**config.mk**
```make
export PLATFORM = sky130hd
export DESIGN_NAME = fetch_queue_unit
export DESIGN_NICKNAME = d
export VERILOG_FILES = /design/src/rtl/fetch_queue_unit.sv
export SDC_FILE = /design/constraint.sdc
export NUM_CORES = 1
export LEC_CHECK = 0
export CAP_MARGIN = 20
export CORE_MARGIN = 3
export CORE_UTILIZATION = 45
export CTS_BUF_LIST = sky130_fd_sc_hd__clkbuf_4
export DETAILED_ROUTE_END_ITERATION = 12
export PLACE_DENSITY = 0.68
export SYNTH_ARGS = -nofsm -noshare
export SYNTH_HDL_FRONTEND = slang
export SYNTH_SLANG_ARGS = --single-unit
export TNS_END_PERCENT = 1
```
**constraint.sdc**
```tcl
create_clock -name clk -period 10.4 [get_ports clk]
set_clock_uncertainty 0.1 [all_clocks]
set_input_delay 2.08 -clock clk [delete_from_list [all_inputs] [get_ports clk]]
set_output_delay 2.08 -clock clk [all_outputs]
set_load 0.02 [all_outputs]
```
**src/rtl/fetch_queue_unit.sv**
```systemverilog
// Instruction-fetch front end: PC generator, in-order memory request port and a
// DEPTH-entry prefetch queue feeding decode; redirects flush queued and in-flight fetches.
module fetch_queue_unit #(
  parameter int                    ADDR_WIDTH  = 32,
  parameter int                    INSTR_WIDTH = 32,
  parameter int                    DEPTH       = 4,
  parameter logic [ADDR_WIDTH-1:0] RESET_PC    = {ADDR_WIDTH{1'b0}},
  parameter int                    PC_STEP     = 4
) (
  input  logic                   clk,
  input  logic                   reset,
  input  logic                   pcOpValid,
  input  logic [1:0]             pcOp,
  input  logic [ADDR_WIDTH-1:0]  pcBase,
  input  logic [ADDR_WIDTH-1:0]  pcWriteData,
  output logic                   memReqValid,
  input  logic                   memReqReady,
  output logic [ADDR_WIDTH-1:0]  memReqAddr,
  input  logic                   memRespValid,
  input  logic [INSTR_WIDTH-1:0] memRespData,
  output logic                   instrValid,
  input  logic                   instrReady,
  output logic [INSTR_WIDTH-1:0] instr,
  output logic [ADDR_WIDTH-1:0]  instrPc,
  output logic [ADDR_WIDTH-1:0]  pcReadData
);

  localparam int PTR_W = (DEPTH > 1) ? $clog2(DEPTH) : 1;
  localparam int CNT_W = PTR_W + 1;
  localparam logic [CNT_W:0]          DEPTH_W    = (CNT_W + 1)'(DEPTH);
  localparam logic [ADDR_WIDTH-1:0]   STEP_W     = ADDR_WIDTH'(PC_STEP);
  localparam logic [ADDR_WIDTH-1:0]   ALIGN_MASK = ~(ADDR_WIDTH'(PC_STEP - 1));

  localparam logic [1:0] PC_CLEAR   = 2'd0;
  localparam logic [1:0] PC_ADD4    = 2'd1;
  localparam logic [1:0] PC_ADD_IMM = 2'd2;
  localparam logic [1:0] PC_SET_IMM = 2'd3;

  // Allocated entries are contiguous from head; filled entries form a prefix of them.
  logic [ADDR_WIDTH-1:0]  fetch_pc_r;
  logic [PTR_W-1:0]       head_r;
  logic [CNT_W-1:0]       alloc_cnt_r;
  logic [CNT_W-1:0]       fill_cnt_r;
  logic [CNT_W-1:0]       drop_cnt_r;
  logic [ADDR_WIDTH-1:0]  entry_pc_r   [DEPTH];
  logic [INSTR_WIDTH-1:0] entry_data_r [DEPTH];

  logic [CNT_W-1:0]      pending_s;
  logic [CNT_W-1:0]      drop_next_s;
  logic                  credit_s;
  logic                  flush_s;
  logic                  req_fire_s;
  logic                  drop_s;
  logic                  fill_s;
  logic                  pop_s;
  logic [PTR_W-1:0]      tail_idx_s;
  logic [PTR_W-1:0]      fill_idx_s;
  logic [ADDR_WIDTH-1:0] target_s;

  assign memReqValid = credit_s && !pcOpValid && reset;
  assign memReqAddr  = fetch_pc_r;
  assign pcReadData  = fetch_pc_r;
  assign instrValid  = (fill_cnt_r != {CNT_W{1'b0}}) && !pcOpValid;
  assign instr       = entry_data_r[head_r];
  assign instrPc     = entry_pc_r[head_r];

  // Queue bookkeeping, response routing and handshake events.
  always_comb begin
    pending_s  = alloc_cnt_r - fill_cnt_r;
    credit_s   = ({1'b0, alloc_cnt_r} + {1'b0, drop_cnt_r}) < DEPTH_W;
    flush_s    = pcOpValid && (pcOp != PC_ADD4);
    drop_s     = memRespValid && (drop_cnt_r != {CNT_W{1'b0}});
    fill_s     = memRespValid && (drop_cnt_r == {CNT_W{1'b0}}) && (pending_s != {CNT_W{1'b0}});
    req_fire_s = memReqValid && memReqReady;
    pop_s      = instrValid && instrReady;
    tail_idx_s = head_r + alloc_cnt_r[PTR_W-1:0];
    fill_idx_s = head_r + fill_cnt_r[PTR_W-1:0];
    // Every in-flight fetch not consumed this cycle must be discarded after a flush.
    drop_next_s = drop_cnt_r + pending_s - CNT_W'(drop_s | fill_s);
  end

  // Redirect target selection.
  always_comb begin
    target_s = {ADDR_WIDTH{1'b0}};
    case (pcOp)
      PC_CLEAR:   target_s = {ADDR_WIDTH{1'b0}};
      PC_ADD_IMM: target_s = pcBase + pcWriteData;
      PC_SET_IMM: target_s = pcWriteData;
      default:    target_s = fetch_pc_r;
    endcase
  end

  // Fetch PC: redirect to the aligned target, otherwise step on each accepted request.
  always_ff @(posedge clk or negedge reset) begin
    if (!reset) begin
      fetch_pc_r <= RESET_PC;
    end else if (flush_s) begin
      fetch_pc_r <= target_s & ALIGN_MASK;
    end else if (req_fire_s) begin
      fetch_pc_r <= fetch_pc_r + STEP_W;
    end else begin
      fetch_pc_r <= fetch_pc_r;
    end
  end

  // Queue occupancy and drop counters.
  always_ff @(posedge clk or negedge reset) begin
    if (!reset) begin
      head_r      <= {PTR_W{1'b0}};
      alloc_cnt_r <= {CNT_W{1'b0}};
      fill_cnt_r  <= {CNT_W{1'b0}};
      drop_cnt_r  <= {CNT_W{1'b0}};
    end else if (flush_s) begin
      head_r      <= head_r;
      alloc_cnt_r <= {CNT_W{1'b0}};
      fill_cnt_r  <= {CNT_W{1'b0}};
      drop_cnt_r  <= drop_next_s;
    end else begin
      head_r      <= head_r + PTR_W'(pop_s);
      alloc_cnt_r <= alloc_cnt_r + CNT_W'(req_fire_s) - CNT_W'(pop_s);
      fill_cnt_r  <= fill_cnt_r + CNT_W'(fill_s) - CNT_W'(pop_s);
      drop_cnt_r  <= drop_cnt_r - CNT_W'(drop_s);
    end
  end

  // Entry payload: PC captured on request accept, data captured on in-order fill.
  always_ff @(posedge clk or negedge reset) begin
    if (!reset) begin
      for (int i = 0; i < DEPTH; i++) begin
        entry_pc_r[i]   <= {ADDR_WIDTH{1'b0}};
        entry_data_r[i] <= {INSTR_WIDTH{1'b0}};
      end
    end else begin
      if (req_fire_s) begin
        entry_pc_r[tail_idx_s] <= memReqAddr;
      end
      if (fill_s) begin
        entry_data_r[fill_idx_s] <= memRespData;
      end
    end
  end

endmodule

```
# [Yosys cells after proc, flatten, opt, wreduce, memory -nomap -nowiden]
# Index checks and enable logic that the tools add are counted.
[op_classes] mux=18 bitwise_logic=4 n_eq_ne=4 add_sub_neg=14 reduce_logical=19 magnitude_cmp=6
[op_table] cell="bitwise mux 128 bit" n=2
[op_table] cell="two-way mux 32 bit" n=8
[op_table] cell="binary-select mux 32 bit (select 2 bit)" n=2
[op_table] cell="demux 32 bit (select 2 bit)" n=2
[op_table] cell="one-hot mux 32 bit (3 select lines)" n=1
[op_table] cell="adder 32 x 3 -> 32 bit, second input constant" n=1
[op_table] cell="adder 32 bit" n=1
[op_table] cell="subtractor 3 x 1 -> 3 bit" n=4
[op_table] cell="logical AND 1 bit" n=11
[op_table] cell=">= comparator 3 bit, second input constant" n=3
[op_table] cell="two-way mux 3 bit" n=3
[op_table] cell="inverter 2 -> 3 bit" n=3
[op_table] cell="nonzero test 3 bit" n=3
[op_table] cell="adder 3 x 1 -> 3 bit" n=2
[op_table] cell="< comparator 3 x 1 -> 1 bit, second input constant" n=2
[op_table] cell="adder 2 bit" n=2
[op_table] cell="adder 3 x 3 -> 4 bit" n=1
[op_table] cell="equality test 2 bit, second input constant" n=2
[op_table] cell="< comparator 4 x 3 -> 1 bit, second input constant" n=1
[op_table] cell="inequality test 4 x 1 -> 1 bit, second input constant" n=1
[op_table] cell="adder 3 bit" n=1
[op_table] cell="logical NOT 3 bit" n=1
[op_table] cell="subtractor 3 bit" n=1
[op_table] cell="adder 2 x 1 -> 2 bit" n=1
[op_table] cell="other kinds (6)" n=6
[word_totals] elab_cells=79 output_inout_bits=130 reg_bits=299 in_bits=104

# [Logic depth before layout (Yosys ltp)]
# Gate-level depths: netlist of the first run.
[depth] word_depth=8 depth_mapped=16 mapped_depth_nobuf=16

# [Worst setup path before layout of the first run]
# No wires, ideal clock.
[synth_path] kind="input -> output" from="in pcOpValid" to="out instrValid" path_stages=2 t_required_ps=8220 t_arrival_ps=2587 n_path_buf=1 path_slack_ps=5633 path_cell_list="clkbuf_1 -> nor2_1"
[synth_between] elab_chain_len=2
[synth_lines] element="start, declared" line_no="12" rtl="input logic pcOpValid,"
[synth_lines] element="logical NOT 1 bit" line_no="63" rtl="assign instrValid = (fill_cnt_r != {CNT_W{1'b0}}) && !pcOpValid;"
[synth_lines] element="logical AND 1 bit" line_no="63"
[synth_lines] element="end, declared" line_no="21" rtl="output logic instrValid,"
# Every way passes these cells.

# [Final worst setup path of the first run]
[layout_path] from="in pcOpValid" to="out memReqValid"
[layout_between] elab_chain_len=3
[layout_lines] element="logical NOT 1 bit" line_no="60" rtl="assign memReqValid = credit_s && !pcOpValid && reset;"
[layout_lines] element="logical AND 1 bit (2 in series)" line_no="60"
[layout_lines] element="end, declared" line_no="16" rtl="output logic memReqValid,"
# Every way passes these cells.

==> metrics.log, run 1 <==
INFO  metric synth.lib_cells_used.distinct = 75
INFO  metric die-area = around 37,000 sq um
INFO  metric start_kind = input port
INFO  metric global_route.usage.total = 21.3%
INFO  metric synth-compound-area-share = 6.99%
INFO  metric first_iter_violations = 575
INFO  metric grt_first_pass_wirelength = between 60,000 and 70,000 microns
INFO  metric syn_area_per_cell = 12.7 sq um
INFO  metric async_flop_share = 100%
INFO  metric chipWidth = approximately 190 microns
INFO  metric detail_route.wl_per_cell = 19.8 microns
INFO  metric finalHoldViolCount = 0
INFO  metric layoutNonFillerInstCount = ~1,900
INFO  metric die_height = 192 microns
INFO  metric p_per_area = 256 nW/um^2
INFO  metric synth_sequential_area_ratio = 46.5%
INFO  metric first_global_vias = ~12,000
INFO  metric initial_utilization = between 40% and 50%
INFO  metric clkLatencyLatePin = 0.69 ns
INFO  metric synth.most_common_cell = sky130_fd_sc_hd__dfrtp_1
INFO  metric design.portCount = 234
INFO  metric timing.fmax = 163 MHz
INFO  metric total_routed_wirelength = 38,600 microns
INFO  metric layout-area-overhead-vs-synth = 22.0%
INFO  metric post_synth_mux_area_share = ~27%
INFO  metric hold_ws = approximately 0.39 ns
INFO  metric tritoncts.num_buffers = 80
INFO  metric grt.overflow.total = 0
INFO  metric via_count = approximately 11,000
INFO  metric io_buffer_count = 227
INFO  metric cts_tree = done
INFO  metric synth_seq_cells = 289
INFO  metric ant_nets = 0
INFO  metric run_status = finished clean
INFO  metric yosys.area_share.adder = 4.21%
INFO  metric leakagePower = 0.00852 uW
INFO  metric synth.top_cell.area_share = 46.5%
INFO  metric dp_hpwl = 26,100 microns
INFO  metric worst-endpoint-arrival = 3.96 ns
INFO  metric postSynth.topFlopCell = sky130_fd_sc_hd__dfrtp_1
INFO  metric htree_levels = 3
INFO  metric largest_family_of_logic_cells_by_synthesized_area = multiplexers
INFO  metric fin_setup_tns = 0 ns
INFO  metric instance_count_after_placement_with_tap_cells_included = 1,810
INFO  metric tightest_slew = 1.08 ns
INFO  metric antenna_found_initial = 2
INFO  metric post_synth_xor_area_fraction = under 10%
INFO  metric final_period_minus_worst_setup_slack = 6.14 ns
INFO  metric final_layout_size_suffix_gt1_share = a little under a third
INFO  metric synth_area_in_simple_gates = under 10%
INFO  metric maxCapViolCount = 0
INFO  metric syn_area = 15,600 sq um
INFO  metric timing.setup.critical_path_class = input port to output pin
INFO  metric yosys_warnings = 0
INFO  metric gp_congestion = 0.940
INFO  metric fin_area = approximately 19,000 sq um
INFO  metric worstPathMaxFanout = 15
INFO  metric finalCritPeriodShare = between 50% and 60%
INFO  metric cts_hold_buffers = 0
INFO  metric yosysTopAreaCell = sky130_fd_sc_hd__dfrtp_1
INFO  metric clock_sink_count = 289
INFO  metric rsz_0062_raised_after_global_routing = false
INFO  metric ctsLongestPathBuffers = 3
INFO  metric core.rowCount = 67
INFO  metric power.ir.vdd_worst = 0.153 mV
INFO  metric synthCells = 1,221
INFO  metric required = a little over 8 ns
INFO  metric hold_class = flop to flop
INFO  metric netlist_top_cells_area = sky130_fd_sc_hd__dfrtp_1 (46%), sky130_fd_sc_hd__mux2_2 (18%), sky130_fd_sc_hd__mux4_2 (9.1%), sky130_fd_sc_hd__ha_1 (3.7%), sky130_fd_sc_hd__buf_4 (1.7%)
INFO  metric setup_violations = 0
INFO  metric layout.nets = about 1,600
INFO  metric synth-edff-count = 0
INFO  metric maxSlewViolCount = 0
INFO  metric synth.cells.most_frequent = sky130_fd_sc_hd__dfrtp_1 (289), sky130_fd_sc_hd__mux2_2 (243), sky130_fd_sc_hd__mux4_2 (63)
INFO  metric drc = 0
INFO  metric drt-vias-per-instance = between 5 and 6
INFO  metric core_region_area = ~34,000 sq um
INFO  metric detailedRoute.firstPassIterationCount = 5
INFO  metric post_cts_resized = 0
INFO  metric timing.critical_path.to_type = output pin
INFO  metric number_of_buffers_inserted_by_post_cts_setup_repair = 0
INFO  metric grt_start_max_net_pins = 83
INFO  metric cts_root_buf = sky130_fd_sc_hd__clkbuf_4
INFO  metric relSlewSlack = between 20% and 30%
INFO  metric postPlaceCellArea = roughly 18,000 sq um
INFO  metric cts.clk_slew.worst_paths = 0.06 ns
## cell families (layout without fill, tap and decap cells)
kind of cell               Yosys count  in the layout
buffers and inverters              127            399
and+or+nand+nor                    220            220
DFF                                289            289
xor gates and xnor gates            59             59
adders and majority gates           50             50
muxes                              317            317
other                                1              7
AOI/OAI and AO/OA                  158            158
## through the flow
step	power, uW	util (%)	setup slack, ns
finish	4870	56.2	4.26
global placement	3870	53.3	4.25
floorplan	3160	-	5.63
CTS	4940	56.1	4.23
detailed placement	3920	53.3	4.23
global route	5210	56.2	4.17
## registers in the layout (all words and copies together) (netlist names)
name          cells
drop_cnt_r        3
entry_pc_r      120
head_r            2
alloc_cnt_r       3
entry_data_r    128
memReqAddr       30
fill_cnt_r        3
## report_power, final
group          total [uW]  internal, uW  switching (uW)
clock                 992           523             470
sequential           1880          1540             339
combinational        2000          1130             866
## area by class of cell
type / instances / area [sq um]
antenna: 1 / 2.50
clock buffer: 113 / 848
clock inverter: 22 / 116
fill: 2829 / 14800
inverter: 24 / 90.1
multi-input combinational: 810 / 7740
sequential: 289 / 7240
tap: 448 / 561
timing repair buffer: 240 / 2390
## cells in the final DEF, fill, tap and decap left out, drive strengths merged, types with 13 or more instances in the layout
cell type      count
clkbuf           113
and3              13
nand2             48
mux2             248
nand3             25
nand4             14
ha                46
buf               14
xnor2             29
nor2              57
xor2              30
inv               29
o21ai             31
clkinv            15
clkdlybuf4s50    226
mux4              63
a21oi             44
nor3              20
dfrtp            289
## critical path: stages
cell                              delay (ns)
sky130_fd_sc_hd__clkdlybuf4s50_1        0.73
sky130_fd_sc_hd__nor3b_1                0.35
sky130_fd_sc_hd__and3_1                 0.19
sky130_fd_sc_hd__clkdlybuf4s50_1        0.60
## per-layer routing
| layer | share of wire, % | up-vias | GRT usage, % |
|---|---|---|---|
| met2 | 46 | 382 | 33.6 |
| met3 | 7.5 | 63 | 5.15 |
| li1 | - | 4986 | - |
| met1 | 44 | 5462 | 29.3 |
| met5 | 0.034 | - | 0 |
| met4 | 1.8 | 2 | 6.29 |
## worst paths after layout
check	start	endpoint	slack, ns	cells past startpoint
setup / recovery	pcOpValid	memReqValid	4.26	4
hold / removal	entry_data_r[42]	entry_data_r[42]	0.39	1
setup reg to reg	alloc_cnt_r[1]	entry_pc_r[118]	6.61	7
hold reg to reg	entry_data_r[42]	entry_data_r[42]	0.39	1
max in group asynchronous	reset	head_r[1]	7.54	2
min in group asynchronous	reset	entry_data_r[72]	1.22	1
No activity file was read; power rests on OpenSTA's default activity.
==> run 2, diff against run 1 <==
--- a/config.mk
+++ b/config.mk
@@ -10,7 +10,7 @@
 export CORE_UTILIZATION = 45
 export CTS_BUF_LIST = sky130_fd_sc_hd__clkbuf_4
 export DETAILED_ROUTE_END_ITERATION = 12
-export PLACE_DENSITY = 0.68
+export PLACE_DENSITY = 0.71
 export SYNTH_ARGS = -nofsm -noshare
 export SYNTH_HDL_FRONTEND = slang
 export SYNTH_SLANG_ARGS = --single-unit
==> constraint.sdc (replaced) <==
create_clock -name clk -period 5.5 [get_ports clk]
set_clock_uncertainty 0.1 [all_clocks]
set_input_delay 1.1 -clock clk [delete_from_list [all_inputs] [get_ports clk]]
set_output_delay 1.1 -clock clk [all_outputs]
set_load 0.02 [all_outputs]
==> run 2 against run 1 <==
Worst hold slack worse by 0.25 ns. Cell count up 0.41%. Sequential share of layout area down 0.19 points. Critical path depth down 1. Die area unchanged. Via count up 0.35%. Register-to-register slack worse by 4.9 ns. Core utilization up 0.29 points. First-iteration DRC count up 2.4%. Wire length up 1.5%. Setup slack worse by 3.0 ns.
==> metrics.log, run 2 (synthesized netlist as in run 1, its figures left out) <==
INFO  metric timing.fmax = 234 MHz
INFO  metric drc = 0 (unchanged)
INFO  metric final_layout_size_suffix_gt1_share = 31.3% (was 31.4%)
INFO  metric layout-area-overhead-vs-synth = 22.7% (was 22.0%)
INFO  metric detail_route.wl_per_cell = 20.0 microns (was 19.8 microns)
INFO  metric maxSlewViolCount = 0 (unchanged)
INFO  metric p_per_area = 486 nW/um^2 (was 256 nW/um^2)
INFO  metric layoutNonFillerInstCount = 1,955 (was 1,947)
INFO  metric end_of_flow_core_utilization = 56.5% (was 56.2%)
INFO  metric most_common_library_cell_in_the_layout_ignoring_fill_and_taps = sky130_fd_sc_hd__dfrtp_1 (unchanged)
INFO  metric htree_levels = 3 (unchanged)
INFO  metric cts_tree = done (unchanged)
INFO  metric detailedRoute.firstPassIterationCount = 5 (unchanged)
INFO  metric power.ir.vdd_worst = 0.278 mV (was 0.153 mV)
INFO  metric tightest_slew = 0.935 ns (was 1.08 ns)
INFO  metric worst-endpoint-arrival = 3.07 ns (was 3.96 ns)
INFO  metric chipWidth = 192 microns (unchanged)
INFO  metric grt_first_pass_wirelength = 62,500 microns (was 62,000 microns)
INFO  metric hold_class = input port to asynchronous set/reset pin (was flop to flop)
INFO  metric post_cts_resized = 0 (unchanged)
INFO  metric first_iter_violations = 589 (was 575)
INFO  metric drt-vias-per-instance = 5.59 (was 5.60)
INFO  metric finalCritPeriodShare = just under 80%
INFO  metric number_of_buffers_inserted_by_post_cts_setup_repair = 0 (unchanged)
INFO  metric clkLatencyLatePin = 0.71 ns (was 0.69 ns)
INFO  metric run_status = finished clean (unchanged)
INFO  metric core.rowCount = 67 (unchanged)
INFO  metric global_route.usage.total = 21.6% (was 21.3%)
INFO  metric worst_r2r_startpoint = alloc_cnt_r[0] (was alloc_cnt_r[1])
INFO  metric timing.setup.critical_path_class = flop to output pin (was input port to output pin)
INFO  metric cts_root_buf = sky130_fd_sc_hd__clkbuf_4 (unchanged)
INFO  metric rsz_0062_raised_after_global_routing = false (unchanged)
INFO  metric leakagePower = 0.00857 uW (was 0.00852 uW)
INFO  metric tritoncts.num_buffers = 79 (was 80)
INFO  metric total_routed_wirelength = 39,200 microns (was 38,600 microns)
INFO  metric final_period_minus_worst_setup_slack = roughly 4.3 ns
INFO  metric timing.critical_path.to_type = output pin (unchanged)
INFO  metric fin_setup_tns = 0 ns (unchanged)
INFO  metric final_cell_mix = sky130_fd_sc_hd__dfrtp_1 (287), sky130_fd_sc_hd__mux2_2 (243), sky130_fd_sc_hd__clkdlybuf4s50_1 (226) (unchanged)
INFO  metric maxCapViolCount = 0 (unchanged)
INFO  metric largest_register_ffs = 128 (unchanged)
INFO  metric design.portCount = 234 (unchanged)
INFO  metric critical_path.startpoint = head_r[1] (was pcOpValid)
INFO  metric worstPathMaxFanout = 51 (was 15)
INFO  metric antenna_found_initial = 2 (unchanged)
INFO  metric die_height = 192 microns (unchanged)
INFO  metric start_kind = flop (was input port)
INFO  metric setup_violations = 0 (unchanged)
INFO  metric core_region_area = 33,800 sq um (unchanged)
INFO  metric largest-register = entry_data_r (unchanged)
INFO  metric cts_hold_buffers = 0 (unchanged)
INFO  metric via_count = 10,900 (about the same)
INFO  metric cts.clk_slew.worst_paths = 0.06 ns (about the same)
INFO  metric clock_sink_count = 289 (unchanged)
INFO  metric dp_hpwl = 27,200 microns (was 26,100 microns)
INFO  metric fin_area = 19,100 sq um (was 19,000 sq um)
INFO  metric layout.nets = 1,608 (was 1,599)
INFO  metric first_global_vias = 11,500 (was 11,600)
INFO  metric required = 4.30 ns (was 8.22 ns)
INFO  metric grt.overflow.total = 0 (unchanged)
INFO  metric initial_utilization = 46.1% (unchanged)
INFO  metric grt_start_max_net_pins = 74 (was 83)
INFO  metric gp_congestion = 0.934 (was 0.940)
INFO  metric relSlewSlack = 37.7% (was 27.7%)
INFO  metric ant_nets = 0 (unchanged)
INFO  metric ctsLongestPathBuffers = 3 (unchanged)
INFO  metric instance_count_after_placement_with_tap_cells_included = 1,821 (was 1,810)
INFO  metric finalHoldViolCount = 0 (unchanged)
INFO  metric hold_ws = 0.137 ns (was 0.386 ns)
INFO  metric postPlaceCellArea = 18,100 sq um (was 18,000 sq um)
INFO  metric die-area = 36,900 sq um (unchanged)
INFO  metric io_buffer_count = 227 (unchanged)
==> run 2: layout make-up <==
type | count | area, sq um
Fill cell | 2808 | 14700
Multi-Input combinational cell | 810 | 7730
Sequential cell | 289 | 7240
Timing Repair Buffer | 250 | 2470
Clock buffer | 107 | 803
Tap cell | 448 | 561
Clock inverter | 26 | 184
Inverter | 24 | 90.1
Antenna cell | 1 | 2.50
==> run 2: critical path: stages (launching register included) <==
cell	delay, ns
sky130_fd_sc_hd__dfrtp_4	1.01
sky130_fd_sc_hd__buf_4	0.40
sky130_fd_sc_hd__mux4_2	0.34
sky130_fd_sc_hd__clkdlybuf4s50_1	0.59
==> run 2: stage by stage <==
step,total power (uW),worst slack (ns)
floorplan,5970,2.13
global placement,7330,1.45
detailed placement,7450,1.38
CTS,9440,1.10
global route,9930,1.06
finish,9280,1.23
==> run 2: worst paths after layout <==
| path | end | slack [ns] | cells after the start |
|---|---|---|---|
| setup reg to reg | drop_cnt_r[2] | 1.75 | 16 |
| setup / recovery | instr[30] | 1.23 | 3 |
| hold / removal | entry_data_r[9] | 0.14 | 1 |
| hold reg to reg | entry_data_r[42] | 0.39 | 1 |
| max in group asynchronous | entry_pc_r[16] | 3.21 | 3 |
| min in group clk | entry_data_r[42] | 0.39 | 1 |
==> run 2: metal layers <==
layer	wire (microns)	GRT usage, %	vias to the layer above
li1	-	-	4998
met5	14	0	-
met1	17300	29.2	5508
met3	2810	6.15	72
met2	18100	33.9	353
met4	902	6.92	2
==> run 2: power by group <==
part	total [uW]	internal, uW	switching [uW]
clock network	1920	1040	882
registers	3510	2910	600
logic	3850	2160	1700
total	9280	6110	3180
==> run 3, diff against run 2 <==
--- a/config.mk
+++ b/config.mk
@@ -10,7 +10,7 @@
 export CORE_UTILIZATION = 45
 export CTS_BUF_LIST = sky130_fd_sc_hd__clkbuf_4
 export DETAILED_ROUTE_END_ITERATION = 12
-export PLACE_DENSITY = 0.71
+export PLACE_DENSITY = 0.68
 export SYNTH_ARGS = -nofsm -noshare
 export SYNTH_HDL_FRONTEND = slang
 export SYNTH_SLANG_ARGS = --single-unit
==> constraint.sdc (replaced) <==
create_clock -name clk -period 4.2 [get_ports clk]
set_clock_uncertainty 0.1 [all_clocks]
set_input_delay 0.84 -clock clk [delete_from_list [all_inputs] [get_ports clk]]
set_output_delay 0.84 -clock clk [all_outputs]
set_load 0.02 [all_outputs]
==> run 3 against run 2 <==
Power increased by 33%. Sequential cell count unchanged. Worst hold slack improved by 0.073 ns. Die area unchanged. Sequential power increased by 32%. Setup slack got worse by 1.1 ns. Wire length about the same. Non-clock buffer count increased by 7. Critical path type unchanged. Global-route usage about the same. Cell count increased by 0.92%. Clock-buffer cell count increased by 6.
==> metrics.log, run 3 (synthesized netlist as in run 1, its figures left out) <==
INFO  metric tritoncts.num_buffers = 82 (was 79)
INFO  metric final_layout_size_suffix_gt1_share = 31.8% (was 31.3%)
INFO  metric cts_root_buf = sky130_fd_sc_hd__clkbuf_4 (unchanged)
INFO  metric rsz_0062_raised_after_global_routing = false (unchanged)
INFO  metric setup_violations = 0 (unchanged)
INFO  metric largest-register = entry_data_r (unchanged)
INFO  metric design.portCount = 234 (unchanged)
INFO  metric instance_count_after_placement_with_tap_cells_included = 1,827 (was 1,821)
INFO  metric relSlewSlack = 35.2% (was 37.7%)
INFO  metric detailedRoute.firstPassIterationCount = 6 (was 5)
INFO  metric timing.fmax = 247 MHz
INFO  metric worstPathMaxFanout = 55 (was 51)
INFO  metric timing.setup.critical_path_class = flop to output pin (unchanged)
INFO  metric grt.overflow.total = 0 (unchanged)
INFO  metric cts_tree = done (unchanged)
INFO  metric tightest_slew = 0.971 ns (was 0.935 ns)
INFO  metric post_cts_resized = 0 (unchanged)
INFO  metric drt-vias-per-instance = 5.59 (about the same)
INFO  metric detail_route.wl_per_cell = 19.9 microns (was 20.0 microns)
INFO  metric timing.critical_path.to_type = output pin (unchanged)
INFO  metric die_height = 192 microns (unchanged)
INFO  metric dp_slack = 0.379 ns (was 1.38 ns)
INFO  metric clkLatencyLatePin = 0.71 ns (about the same)
INFO  metric gp_congestion = 0.938 (was 0.934)
INFO  metric hold_class = input port to asynchronous set/reset pin (unchanged)
INFO  metric slowest_stage = sky130_fd_sc_hd__dfrtp_4 (unchanged)
INFO  metric grt_first_pass_wirelength = 62,000 microns (was 62,500 microns)
INFO  metric required = 3.26 ns (was 4.30 ns)
INFO  metric max_stage_delay = 1.04 ns (was 1.01 ns)
INFO  metric cts.clk_slew.worst_paths = 0.06 ns (about the same)
INFO  metric finalHoldViolCount = 0 (unchanged)
INFO  metric ant_nets = 0 (unchanged)
INFO  metric finalCritPeriodShare = 96.3%
INFO  metric layout.nets = 1,618 (was 1,608)
INFO  metric cp_cell_sequence = buf_4 -> mux4_2 -> clkdlybuf4s50_1 (unchanged)
INFO  metric first_global_vias = 11,400 (was 11,500)
INFO  metric htree_levels = 3 (unchanged)
INFO  metric total_routed_wirelength = 39,200 microns (about the same)
INFO  metric clock_sink_count = 289 (unchanged)
INFO  metric initial_utilization = 46.1% (unchanged)
INFO  metric io_buffer_count = 227 (unchanged)
INFO  metric fin_setup_tns = 0 ns (unchanged)
INFO  metric die-area = 36,900 sq um (unchanged)
INFO  metric ctsLongestPathBuffers = 3 (unchanged)
INFO  metric grt_start_max_net_pins = 172 (was 74)
INFO  metric maxSlewViolCount = 0 (unchanged)
INFO  metric drc = 0 (unchanged)
INFO  metric final_cell_mix = sky130_fd_sc_hd__dfrtp_1 (287), sky130_fd_sc_hd__mux2_2 (243), sky130_fd_sc_hd__clkdlybuf4s50_1 (226) (unchanged)
INFO  metric run_status = finished clean (unchanged)
INFO  metric layoutNonFillerInstCount = 1,973 (was 1,955)
INFO  metric maxCapViolCount = 0 (unchanged)
INFO  metric p_per_area = 640 nW/um^2 (was 486 nW/um^2)
INFO  metric global_route.usage.total = 21.6% (about the same)
INFO  metric first_iter_violations = 462 (was 589)
INFO  metric power.ir.vdd_worst = 0.344 mV (was 0.278 mV)
INFO  metric most_common_library_cell_in_the_layout_ignoring_fill_and_taps = sky130_fd_sc_hd__dfrtp_1 (unchanged)
INFO  metric via_count = 11,000 (was 10,900)
INFO  metric layout-area-overhead-vs-synth = 23.7% (was 22.7%)
INFO  metric core.rowCount = 67 (unchanged)
INFO  metric core_region_area = 33,800 sq um (unchanged)
INFO  metric final_period_minus_worst_setup_slack = 4.04 ns
INFO  metric antenna_found_initial = 6 (was 2)
INFO  metric largest_register_ffs = 128 (unchanged)
INFO  metric start_kind = flop (unchanged)
INFO  metric setup_ws = 0.155 ns (was 1.23 ns)
INFO  metric final.fill_count = 2,843 (was 2,808)
INFO  metric leakagePower = 0.00865 uW (was 0.00857 uW)
INFO  metric chipWidth = 192 microns (unchanged)
INFO  metric worst-endpoint-arrival = 3.10 ns (was 3.07 ns)
INFO  metric dp_hpwl = 26,600 microns (was 27,200 microns)
[run 3: worst paths after layout]
kind / startpoint / endpoint / slack [ns] / cells after the start
hold / removal: reset / drop_cnt_r[0] / 0.21 / 2
hold reg to reg: entry_data_r[40] / entry_data_r[40] / 0.38 / 1
max in group asynchronous: reset / entry_pc_r[80] / 2.30 / 3
setup reg to reg: alloc_cnt_r[0] / drop_cnt_r[2] / 0.50 / 17
setup / recovery: head_r[1] / instrPc[31] / 0.16 / 3
min in group clk: entry_data_r[40] / entry_data_r[40] / 0.38 / 1
[run 3: area by class of cell]
| cell class | count | area, sq um | share of cell area, % |
|---|---|---|---|
| flip-flops and latches | 289 | 7240 | 37.6 |
| repair buffers | 257 | 2550 | 13.3 |
| well taps | 448 | 561 | 2.91 |
| clock inverters | 28 | 213 | 1.10 |
| inverters | 24 | 90.1 | 0.468 |
| clock buffers | 113 | 848 | 4.41 |
| diodes | 4 | 10.0 | 0.0520 |
| multi-input cells | 810 | 7740 | 40.2 |
[run 3: critical path: cells and delay by family, from the launching register on]
family	cells	cell delay, ns
DFF	1	1.04
buffers and inverters	2	0.93
muxes	1	0.36
[run 3: timing repair]
action                     CTS  global route
hold buffers                 0             0
setup endpoints to repair    6             0
buffers inserted             1             0
[run 3: layer usage]
| layer | share of wire [%] | GRT usage (%) | up-vias |
|---|---|---|---|
| met5 | 0.046 | 0 | - |
| met4 | 2.5 | 7.85 | 4 |
| met3 | 7.1 | 5.93 | 69 |
| met2 | 46 | 33.7 | 373 |
| met1 | 44 | 29.0 | 5541 |
| li1 | - | - | 5033 |
[run 3: where the power goes]
| group | leakage, uW | internal [uW] | switching, uW |
|---|---|---|---|
| combinational | 0.00422 | 2860 | 2190 |
| clock | 0.000621 | 1480 | 1160 |
| sequential | 0.00381 | 3810 | 822 |
| total | 0.00865 | 8150 | 4170 |
[run 3: stage by stage]
stage / total power [uW] / area, sq um / hold WS (ns) / utilization (%)
6_report: 12300 / 19300 / 0.210 / 57.0
5_1_grt: 13200 / 19300 / 0.180 / 57.0
3_3_place_gp: 9620 / 18200 / 0.363 / 53.8
2_1_floorplan: 7820 / 15600 / 0.352 / -
4_1_cts: 12500 / 19200 / 0.144 / 57.0
3_5_place_dp: 9760 / 18200 / 0.373 / 53.8
